`src/rtl/axil_slave_regfile_if.sv`:
```
// AXI4-Lite bus bundle between an interconnect slave port and a register-file endpoint.
// The master modport is the interconnect (or a bench) side; the slave modport is the responder.
interface axil_slave_regfile_if #(
    parameter int AXI_DATA_WIDTH = 32,
    parameter int AXI_ADDR_WIDTH = 32
);
    // write address channel
    logic [AXI_ADDR_WIDTH-1:0]   awaddr;
    logic                        awvalid;
    logic                        awready;

    // write data channel
    logic [AXI_DATA_WIDTH-1:0]   wdata;
    logic [AXI_DATA_WIDTH/8-1:0] wstrb;
    logic                        wvalid;
    logic                        wready;

    // write response channel
    logic [1:0]                  bresp;
    logic                        bvalid;
    logic                        bready;

    // read address channel
    logic [AXI_ADDR_WIDTH-1:0]   araddr;
    logic                        arvalid;
    logic                        arready;

    // read data channel
    logic [AXI_DATA_WIDTH-1:0]   rdata;
    logic [1:0]                  rresp;
    logic                        rvalid;
    logic                        rready;

    modport master (
        output awaddr, awvalid,
        input  awready,
        output wdata, wstrb, wvalid,
        input  wready,
        input  bresp, bvalid,
        output bready,
        output araddr, arvalid,
        input  arready,
        input  rdata, rresp, rvalid,
        output rready
    );

    modport slave (
        input  awaddr, awvalid,
        output awready,
        input  wdata, wstrb, wvalid,
        output wready,
        output bresp, bvalid,
        input  bready,
        input  araddr, arvalid,
        output arready,
        output rdata, rresp, rvalid,
        input  rready
    );
endinterface

```
`src/rtl/axil_slave_regfile.sv`:
```
// AXI4-Lite register file endpoint: NUM_RW read/write control registers followed by
// NUM_RO read-only status registers. One outstanding write and one outstanding read;
// the two paths run independently. Writes to RO or unmapped addresses answer SLVERR.
module axil_slave_regfile #(
    parameter int                        AXI_DATA_WIDTH  = 32,
    parameter int                        AXI_ADDR_WIDTH  = 32,
    parameter logic [AXI_ADDR_WIDTH-1:0] AXI_ADDR_OFFSET = AXI_ADDR_WIDTH'(32'h1000_0000),
    parameter int                        NUM_RW          = 16,
    parameter int                        NUM_RO          = 4
) (
    input  logic                                     aclk,
    input  logic                                     aresetn,
    axil_slave_regfile_if.slave                      s_axil,
    output logic [NUM_RW-1:0][AXI_DATA_WIDTH-1:0]    reg_q,
    output logic [NUM_RW-1:0]                        reg_wr_pulse,
    input  logic [NUM_RO-1:0][AXI_DATA_WIDTH-1:0]    hw_status
);

    localparam int STRB_W   = AXI_DATA_WIDTH / 8;
    localparam int ADDR_LSB = $clog2(STRB_W);

    localparam logic [AXI_ADDR_WIDTH-1:0] NUM_RW_A  = AXI_ADDR_WIDTH'(NUM_RW);
    localparam logic [AXI_ADDR_WIDTH-1:0] NUM_ALL_A = AXI_ADDR_WIDTH'(NUM_RW + NUM_RO);

    localparam logic [1:0] RESP_OKAY   = 2'b00;
    localparam logic [1:0] RESP_SLVERR = 2'b10;

    // Register index of an address relative to the base; wraps modulo 2^AXI_ADDR_WIDTH,
    // so addresses below the base produce huge indices and are rejected by the base check.
    function automatic logic [AXI_ADDR_WIDTH-1:0] addr_to_idx(
        input logic [AXI_ADDR_WIDTH-1:0] addr
    );
        logic [AXI_ADDR_WIDTH-1:0] local_off;
        local_off = addr - AXI_ADDR_OFFSET;
        return local_off >> ADDR_LSB;
    endfunction

    // An address hits only when it is at or above the base and inside the register map.
    function automatic logic addr_is_hit(
        input logic [AXI_ADDR_WIDTH-1:0] addr
    );
        return (addr >= AXI_ADDR_OFFSET) && (addr_to_idx(addr) < NUM_ALL_A);
    endfunction

    // write-path holding registers
    logic [AXI_ADDR_WIDTH-1:0] aw_addr_q;
    logic                      aw_held;
    logic [AXI_DATA_WIDTH-1:0] w_data_q;
    logic [STRB_W-1:0]         w_strb_q;
    logic                      w_held;

    // readiness comes up on the first edge after reset release
    logic                      ready_init;

    // write decode of the held address
    logic [AXI_ADDR_WIDTH-1:0] w_idx;
    logic                      w_hit;
    logic                      w_is_rw;
    logic                      commit;
    logic                      commit_rw;
    logic [AXI_DATA_WIDTH-1:0] w_mask;

    // read decode of the presented address
    logic [AXI_ADDR_WIDTH-1:0] ar_idx;
    logic                      ar_hit;
    logic [AXI_DATA_WIDTH-1:0] rdata_next;
    logic [1:0]                rresp_next;

    logic aw_hs;
    logic w_hs;
    logic b_hs;
    logic ar_hs;
    logic r_hs;

    assign aw_hs = s_axil.awvalid & s_axil.awready;
    assign w_hs  = s_axil.wvalid  & s_axil.wready;
    assign b_hs  = s_axil.bvalid  & s_axil.bready;
    assign ar_hs = s_axil.arvalid & s_axil.arready;
    assign r_hs  = s_axil.rvalid  & s_axil.rready;

    assign w_idx     = addr_to_idx(aw_addr_q);
    assign w_hit     = addr_is_hit(aw_addr_q);
    assign w_is_rw   = w_hit && (w_idx < NUM_RW_A);
    assign commit    = aw_held && w_held && !s_axil.bvalid;
    assign commit_rw = commit && w_is_rw;

    assign ar_idx = addr_to_idx(s_axil.araddr);
    assign ar_hit = addr_is_hit(s_axil.araddr);

    // Expand the held byte strobes into a bit mask for the read-modify-write merge.
    always_comb begin
        w_mask = '0;
        for (int b = 0; b < STRB_W; b++) begin
            w_mask[b*8 +: 8] = {8{w_strb_q[b]}};
        end
    end

    // Write-path handshake control: capture AW and W independently, commit once both are
    // held and no response is pending, then reopen both channels on the B handshake.
    always_ff @(posedge aclk or negedge aresetn) begin
        if (!aresetn) begin
            ready_init     <= 1'b0;
            s_axil.awready <= 1'b0;
            s_axil.wready  <= 1'b0;
            s_axil.bvalid  <= 1'b0;
            s_axil.bresp   <= 2'b00;
            aw_addr_q      <= '0;
            aw_held        <= 1'b0;
            w_data_q       <= '0;
            w_strb_q       <= '0;
            w_held         <= 1'b0;
        end else begin
            if (!ready_init) begin
                ready_init     <= 1'b1;
                s_axil.awready <= 1'b1;
                s_axil.wready  <= 1'b1;
            end

            if (aw_hs) begin
                aw_addr_q      <= s_axil.awaddr;
                aw_held        <= 1'b1;
                s_axil.awready <= 1'b0;
            end

            if (w_hs) begin
                w_data_q      <= s_axil.wdata;
                w_strb_q      <= s_axil.wstrb;
                w_held        <= 1'b1;
                s_axil.wready <= 1'b0;
            end

            if (commit) begin
                aw_held       <= 1'b0;
                w_held        <= 1'b0;
                s_axil.bvalid <= 1'b1;
                s_axil.bresp  <= w_is_rw ? RESP_OKAY : RESP_SLVERR;
            end

            if (b_hs) begin
                s_axil.bvalid  <= 1'b0;
                s_axil.awready <= 1'b1;
                s_axil.wready  <= 1'b1;
            end
        end
    end

    // RW register bank: byte-lane merge on commit plus a one-cycle write pulse per register.
    always_ff @(posedge aclk or negedge aresetn) begin
        if (!aresetn) begin
            reg_q        <= '0;
            reg_wr_pulse <= '0;
        end else begin
            reg_wr_pulse <= '0;
            if (commit_rw) begin
                for (int i = 0; i < NUM_RW; i++) begin
                    if (w_idx == AXI_ADDR_WIDTH'(i)) begin
                        reg_q[i]        <= (reg_q[i] & ~w_mask) | (w_data_q & w_mask);
                        reg_wr_pulse[i] <= 1'b1;
                    end
                end
            end
        end
    end

    // Read data selection for the address currently presented on AR.
    always_comb begin
        rdata_next = '0;
        rresp_next = RESP_SLVERR;
        if (ar_hit) begin
            rresp_next = RESP_OKAY;
            for (int i = 0; i < NUM_RW; i++) begin
                if (ar_idx == AXI_ADDR_WIDTH'(i)) begin
                    rdata_next = reg_q[i];
                end
            end
            for (int j = 0; j < NUM_RO; j++) begin
                if (ar_idx == AXI_ADDR_WIDTH'(NUM_RW + j)) begin
                    rdata_next = hw_status[j];
                end
            end
        end
    end

    // Read path: register the response on the AR handshake, hold it until the R handshake.
    always_ff @(posedge aclk or negedge aresetn) begin
        if (!aresetn) begin
            s_axil.arready <= 1'b0;
            s_axil.rvalid  <= 1'b0;
            s_axil.rdata   <= '0;
            s_axil.rresp   <= 2'b00;
        end else begin
            if (!ready_init) begin
                s_axil.arready <= 1'b1;
            end

            if (ar_hs) begin
                s_axil.arready <= 1'b0;
                s_axil.rvalid  <= 1'b1;
                s_axil.rdata   <= rdata_next;
                s_axil.rresp   <= rresp_next;
            end

            if (r_hs) begin
                s_axil.rvalid  <= 1'b0;
                s_axil.arready <= 1'b1;
            end
        end
    end

endmodule
```
`src/flat_wrapper.sv`:
```
// flat-port wrapper written by rule: the top's interface ports become plain ports
module axil_slave_regfile_flat 
#(
    parameter int                        AXI_DATA_WIDTH  = 32,
    parameter int                        AXI_ADDR_WIDTH  = 32,
    parameter logic [AXI_ADDR_WIDTH-1:0] AXI_ADDR_OFFSET = AXI_ADDR_WIDTH'(32'h1000_0000),
    parameter int                        NUM_RW          = 16,
    parameter int                        NUM_RO          = 4
)
  (aclk, aresetn, reg_q, reg_wr_pulse, hw_status, s_axil_awaddr, s_axil_awvalid, s_axil_awready, s_axil_wdata, s_axil_wstrb, s_axil_wvalid, s_axil_wready, s_axil_bresp, s_axil_bvalid, s_axil_bready, s_axil_araddr, s_axil_arvalid, s_axil_arready, s_axil_rdata, s_axil_rresp, s_axil_rvalid, s_axil_rready);
  axil_slave_regfile_if #(.AXI_DATA_WIDTH(AXI_DATA_WIDTH), .AXI_ADDR_WIDTH(AXI_ADDR_WIDTH)) s_axil_i ();
  input  logic aclk;
  input  logic aresetn;
  output logic [NUM_RW-1:0][AXI_DATA_WIDTH-1:0] reg_q;
  output logic [NUM_RW-1:0] reg_wr_pulse;
  input  logic [NUM_RO-1:0][AXI_DATA_WIDTH-1:0] hw_status;
  input wire logic [$bits(s_axil_i.awaddr)-1:0] s_axil_awaddr;
  input wire logic [$bits(s_axil_i.awvalid)-1:0] s_axil_awvalid;
  output wire logic [$bits(s_axil_i.awready)-1:0] s_axil_awready;
  input wire logic [$bits(s_axil_i.wdata)-1:0] s_axil_wdata;
  input wire logic [$bits(s_axil_i.wstrb)-1:0] s_axil_wstrb;
  input wire logic [$bits(s_axil_i.wvalid)-1:0] s_axil_wvalid;
  output wire logic [$bits(s_axil_i.wready)-1:0] s_axil_wready;
  output wire logic [$bits(s_axil_i.bresp)-1:0] s_axil_bresp;
  output wire logic [$bits(s_axil_i.bvalid)-1:0] s_axil_bvalid;
  input wire logic [$bits(s_axil_i.bready)-1:0] s_axil_bready;
  input wire logic [$bits(s_axil_i.araddr)-1:0] s_axil_araddr;
  input wire logic [$bits(s_axil_i.arvalid)-1:0] s_axil_arvalid;
  output wire logic [$bits(s_axil_i.arready)-1:0] s_axil_arready;
  output wire logic [$bits(s_axil_i.rdata)-1:0] s_axil_rdata;
  output wire logic [$bits(s_axil_i.rresp)-1:0] s_axil_rresp;
  output wire logic [$bits(s_axil_i.rvalid)-1:0] s_axil_rvalid;
  input wire logic [$bits(s_axil_i.rready)-1:0] s_axil_rready;
  assign s_axil_i.awaddr = s_axil_awaddr;
  assign s_axil_i.awvalid = s_axil_awvalid;
  assign s_axil_awready = s_axil_i.awready;
  assign s_axil_i.wdata = s_axil_wdata;
  assign s_axil_i.wstrb = s_axil_wstrb;
  assign s_axil_i.wvalid = s_axil_wvalid;
  assign s_axil_wready = s_axil_i.wready;
  assign s_axil_bresp = s_axil_i.bresp;
  assign s_axil_bvalid = s_axil_i.bvalid;
  assign s_axil_i.bready = s_axil_bready;
  assign s_axil_i.araddr = s_axil_araddr;
  assign s_axil_i.arvalid = s_axil_arvalid;
  assign s_axil_arready = s_axil_i.arready;
  assign s_axil_rdata = s_axil_i.rdata;
  assign s_axil_rresp = s_axil_i.rresp;
  assign s_axil_rvalid = s_axil_i.rvalid;
  assign s_axil_i.rready = s_axil_rready;
  axil_slave_regfile #(.AXI_DATA_WIDTH(AXI_DATA_WIDTH), .AXI_ADDR_WIDTH(AXI_ADDR_WIDTH), .AXI_ADDR_OFFSET(AXI_ADDR_OFFSET), .NUM_RW(NUM_RW), .NUM_RO(NUM_RO)) u_core (.aclk(aclk), .aresetn(aresetn), .s_axil(s_axil_i), .reg_q(reg_q), .reg_wr_pulse(reg_wr_pulse), .hw_status(hw_status));
endmodule
```
`config.mk`:
```
export PLATFORM = sky130hd
export DESIGN_NAME = axil_slave_regfile_flat
export DESIGN_NICKNAME = d
export VERILOG_FILES = /design/src/rtl/axil_slave_regfile_if.sv /design/src/rtl/axil_slave_regfile.sv /design/src/flat_wrapper.sv
export SDC_FILE = /design/constraint.sdc
export NUM_CORES = 1
export LEC_CHECK = 0
export CORE_AREA = 2 2 315 317
export DETAILED_ROUTE_END_ITERATION = 8
export DIE_AREA = 0 0 317 319
export SYNTH_ARGS = -nofsm -noshare
export SYNTH_HDL_FRONTEND = slang
export SYNTH_SLANG_ARGS = --single-unit
```
`constraint.sdc`:
```
create_clock -name aclk -period 2.8 [get_ports aclk]
set_clock_uncertainty 0.1 [all_clocks]
set_input_delay 0.56 -clock aclk [delete_from_list [all_inputs] [get_ports aclk]]
set_output_delay 0.56 -clock aclk [all_outputs]
set_load 0.01 [all_outputs]
```
==> results.ini, run 1 <==
[run_status]
outcome = complete, but fails checks
violations = negative setup slack

[timing]
setup_viol_count_final = 1
setup_ws_ns = -0.0352
hold_viol = 0
slew_violations = 0
max_freq_ghz = 0.353
worstMarginPinSlew_ns = 0.916
rsz0062_at_grt = true
fin_crit_ns = 2.84
fin_crit_sh_pct = 101
maxSlewHeadroom_pct = 38.9

[route]
ant_nets = 0
dr.pass1.iters = 7
drc = 0
drt-total-wl_mm = 178
via_per_inst = 5.75
drt_first_iter_violations = 3011
wire_per_inst_um = 36.1
vias = 28300

[global_route]
antenna_found_initial = 20
grt_pass1_wl_mm = 238
grt_use_total_pct = 34.1
gr-total-overflow = 0
first_global_vias = 28200
grt_max_degree = 74

[clocking]
htreeDepth = 3
cts_buffers = 77
root_buffer = clkbuf_16
clockBufferDepth = 3
insertion_delay_ns = 0.67
cts.sinks = 636
cts_tree = yes
clkTransAtPathRegs_ns = 0.06

[power_and_ir_drop]
ir_drop_uv = 518
leakagePower_nw = 21.5
powerDensity_nw_per_um2 = 501

[layout]
finalNonFillerCells = 4916
area_delta_synth_final_pct = 56.8
layout_commonest_cell = clkdlybuf4s50_1
drive_gt1_share_pct = 38.0
final_cell_mix = clkdlybuf4s50_1, dfrtp_1, mux2_2
fill_cells = 8951
finalNetCount = 3797

[synth]
ys_async_sr_fraction_pct = 100
ys_warn_count = 0
seq_area_frac_synth_pct = 53.0
synth_cell_types = 88
avgSynthCellArea_sq_um = 12.9
synth_flop_cell = dfrtp_1
synth_top_area_cell = dfrtp_1
syn_area_sq_um = 30000
yosys-top-cells-area = dfrtp_1, mux2_2, a22oi_1, nand2_1, mux4_2
synth_cells = 2335
synth_edf_count = 0
ys_ff_latch = 636
synth_top_area_share_pct = 53.0

[floorplan]
coreArea_sq_um = 97700
die_area_sq_um = 101000
io_pins = 804
die_y_um = 319
initial_core_util_pct = 30.7
die_x_um = 317
rows = 115

[placement]
gp_congestion = 1.02
numPlacedInstances = 4746
place_hpwl_mm = 139
place_ws_ns = -1.08
port_buffers = 797

[worst_hold_path]
min_path_type = in -> async

[critical_path]
critPathCaptureType = register
start_kind = primary input
worstSetupPathType = in -> reg
crit_arrival_ns = 3.32
crit_path_max_fanout = 10
crit_required_ns = 3.29

[flow_run]
drv_cap = 0

[metal layers]
layer,vias to the layer above,track usage (%),wire [um]
met4,30,15.4,9930
met2,1871,52.1,79000
met1,14500,43.5,68200
met5,-,0,178
met3,481,11.5,20300
li1,11400,-,-
[critical path, stage by stage]
cell and delay [ns]:
dlygate4sd2_1 0.32, nor4b_4 0.23, buf_4 0.16, nand4_4 0.24, buf_4 0.30, nor4_4 0.33, buf_4 0.24, o21ai_0 0.14
a2111oi_0 0.53, o31ai_1 0.15, nand3_1 0.11
[where the power goes]
| group | switching (W) | internal [W] | total [W] |
|---|---|---|---|
| Clock | 0.00425 | 0.00620 | 0.0104 |
| Combinational | 0.00117 | 0.00107 | 0.00224 |
| Sequential | 0.00131 | 0.00957 | 0.0109 |
| Total | 0.00672 | 0.0168 | 0.0236 |
[cell usage after synthesis, drive strengths merged, types with 5 or more instances]
library cell / n
a21oi: 52
mux4: 23
nand3: 54
a22o: 6
nand3b: 5
a211oi: 10
a222oi: 27
a311oi: 5
mux2: 579
mux2i: 13
nor2b: 6
dfrtp: 636
a22oi: 78
and4: 6
o21ai: 70
a32o: 5
nor2: 108
a221oi: 35
buf: 53
o221a: 5
nand4: 29
a2bb2oi: 5
o22ai: 20
nor3: 34
o31ai: 13
nor3b: 5
nand2b: 5
o221ai: 18
clkbuf: 98
nor4: 40
nand2: 161
a221o: 9
o211ai: 16
a32oi: 12
inv: 14
and3: 14
a31oi: 7
[logic make-up (layout without fill, tap and decap cells)]
group	after synthesis	after routing	synth area share (%)
AOI/OAI and AO/OA	427	427	10.4
buffers and inverters	166	1452	2.51
DFF	636	636	53.0
muxes	615	615	24.3
other	2	10	0.0250
and+or+nand+nor	489	489	9.78
[final cells by class]
cell class / count / area, sq um / share of cell area, %
Clock buffer: 106 / 2250 / 4.78
Sequential cell: 636 / 15900 / 33.8
Clock inverter: 33 / 369 / 0.784
Multi-Input combinational cell: 1534 / 13900 / 29.5
Antenna cell: 7 / 17.5 / 0.0372
Tap cell: 1287 / 1610 / 3.42
Inverter: 14 / 52.6 / 0.112
Timing Repair Buffer: 1299 / 13000 / 27.6
[worst paths after layout]
kind | startpoint | end | slack [ns] | depth (start not counted)
worst max-delay path | s_axil_araddr[9] | u_core.s_axil.rdata[20] | -0.04 | 11
worst min-delay path | aresetn | u_core.w_data_q[7] | 0.32 | 2
worst max register to register | u_core.aw_addr_q[18] | register | 0.04 | 9
worst min register to register | u_core.s_axil.rdata[10] | u_core.s_axil.rdata[10] | 0.40 | 2
max in group asynchronous | aresetn | asynchronous set/reset pin | 1.31 | 3
min in group aclk | u_core.s_axil.rdata[10] | u_core.s_axil.rdata[10] | 0.40 | 2
[repair_timing]
action                                  in CTS  in global routing
hold buffers                                 1                  0
endpoints found under the setup margin     331                414
gates cloned                                 0                  4
gates resized for setup                     36                 85
pin swaps                                   10                 19
setup buffers                                4                 15
hold endpoints to repair                    33                  0
[metrics by stage]
step                utilization (%)  hold slack (ns)  TNS [ns]  area, sq um  power (W)
CTS                            47.7            0.316         0        46600     0.0236
floorplan                         -            0.164         0        30000     0.0115
global route                   48.2            0.344     -1.42        47100     0.0242
finish                         48.2            0.323   -0.0352        47100     0.0236
global placement               44.8            0.359    -44.89        43800     0.0131
detailed placement             44.8            0.371    -49.89        43800     0.0131
No activity file was read; power rests on OpenSTA's default activity.
==> run 2: changes to the inputs <==
ABC_AREA = 0   (was default)
CTS_CLUSTER_SIZE = 28   (was default)
==> results of run 2 <==
No change in the layout: final DEF, timing and power equal those of run 1.
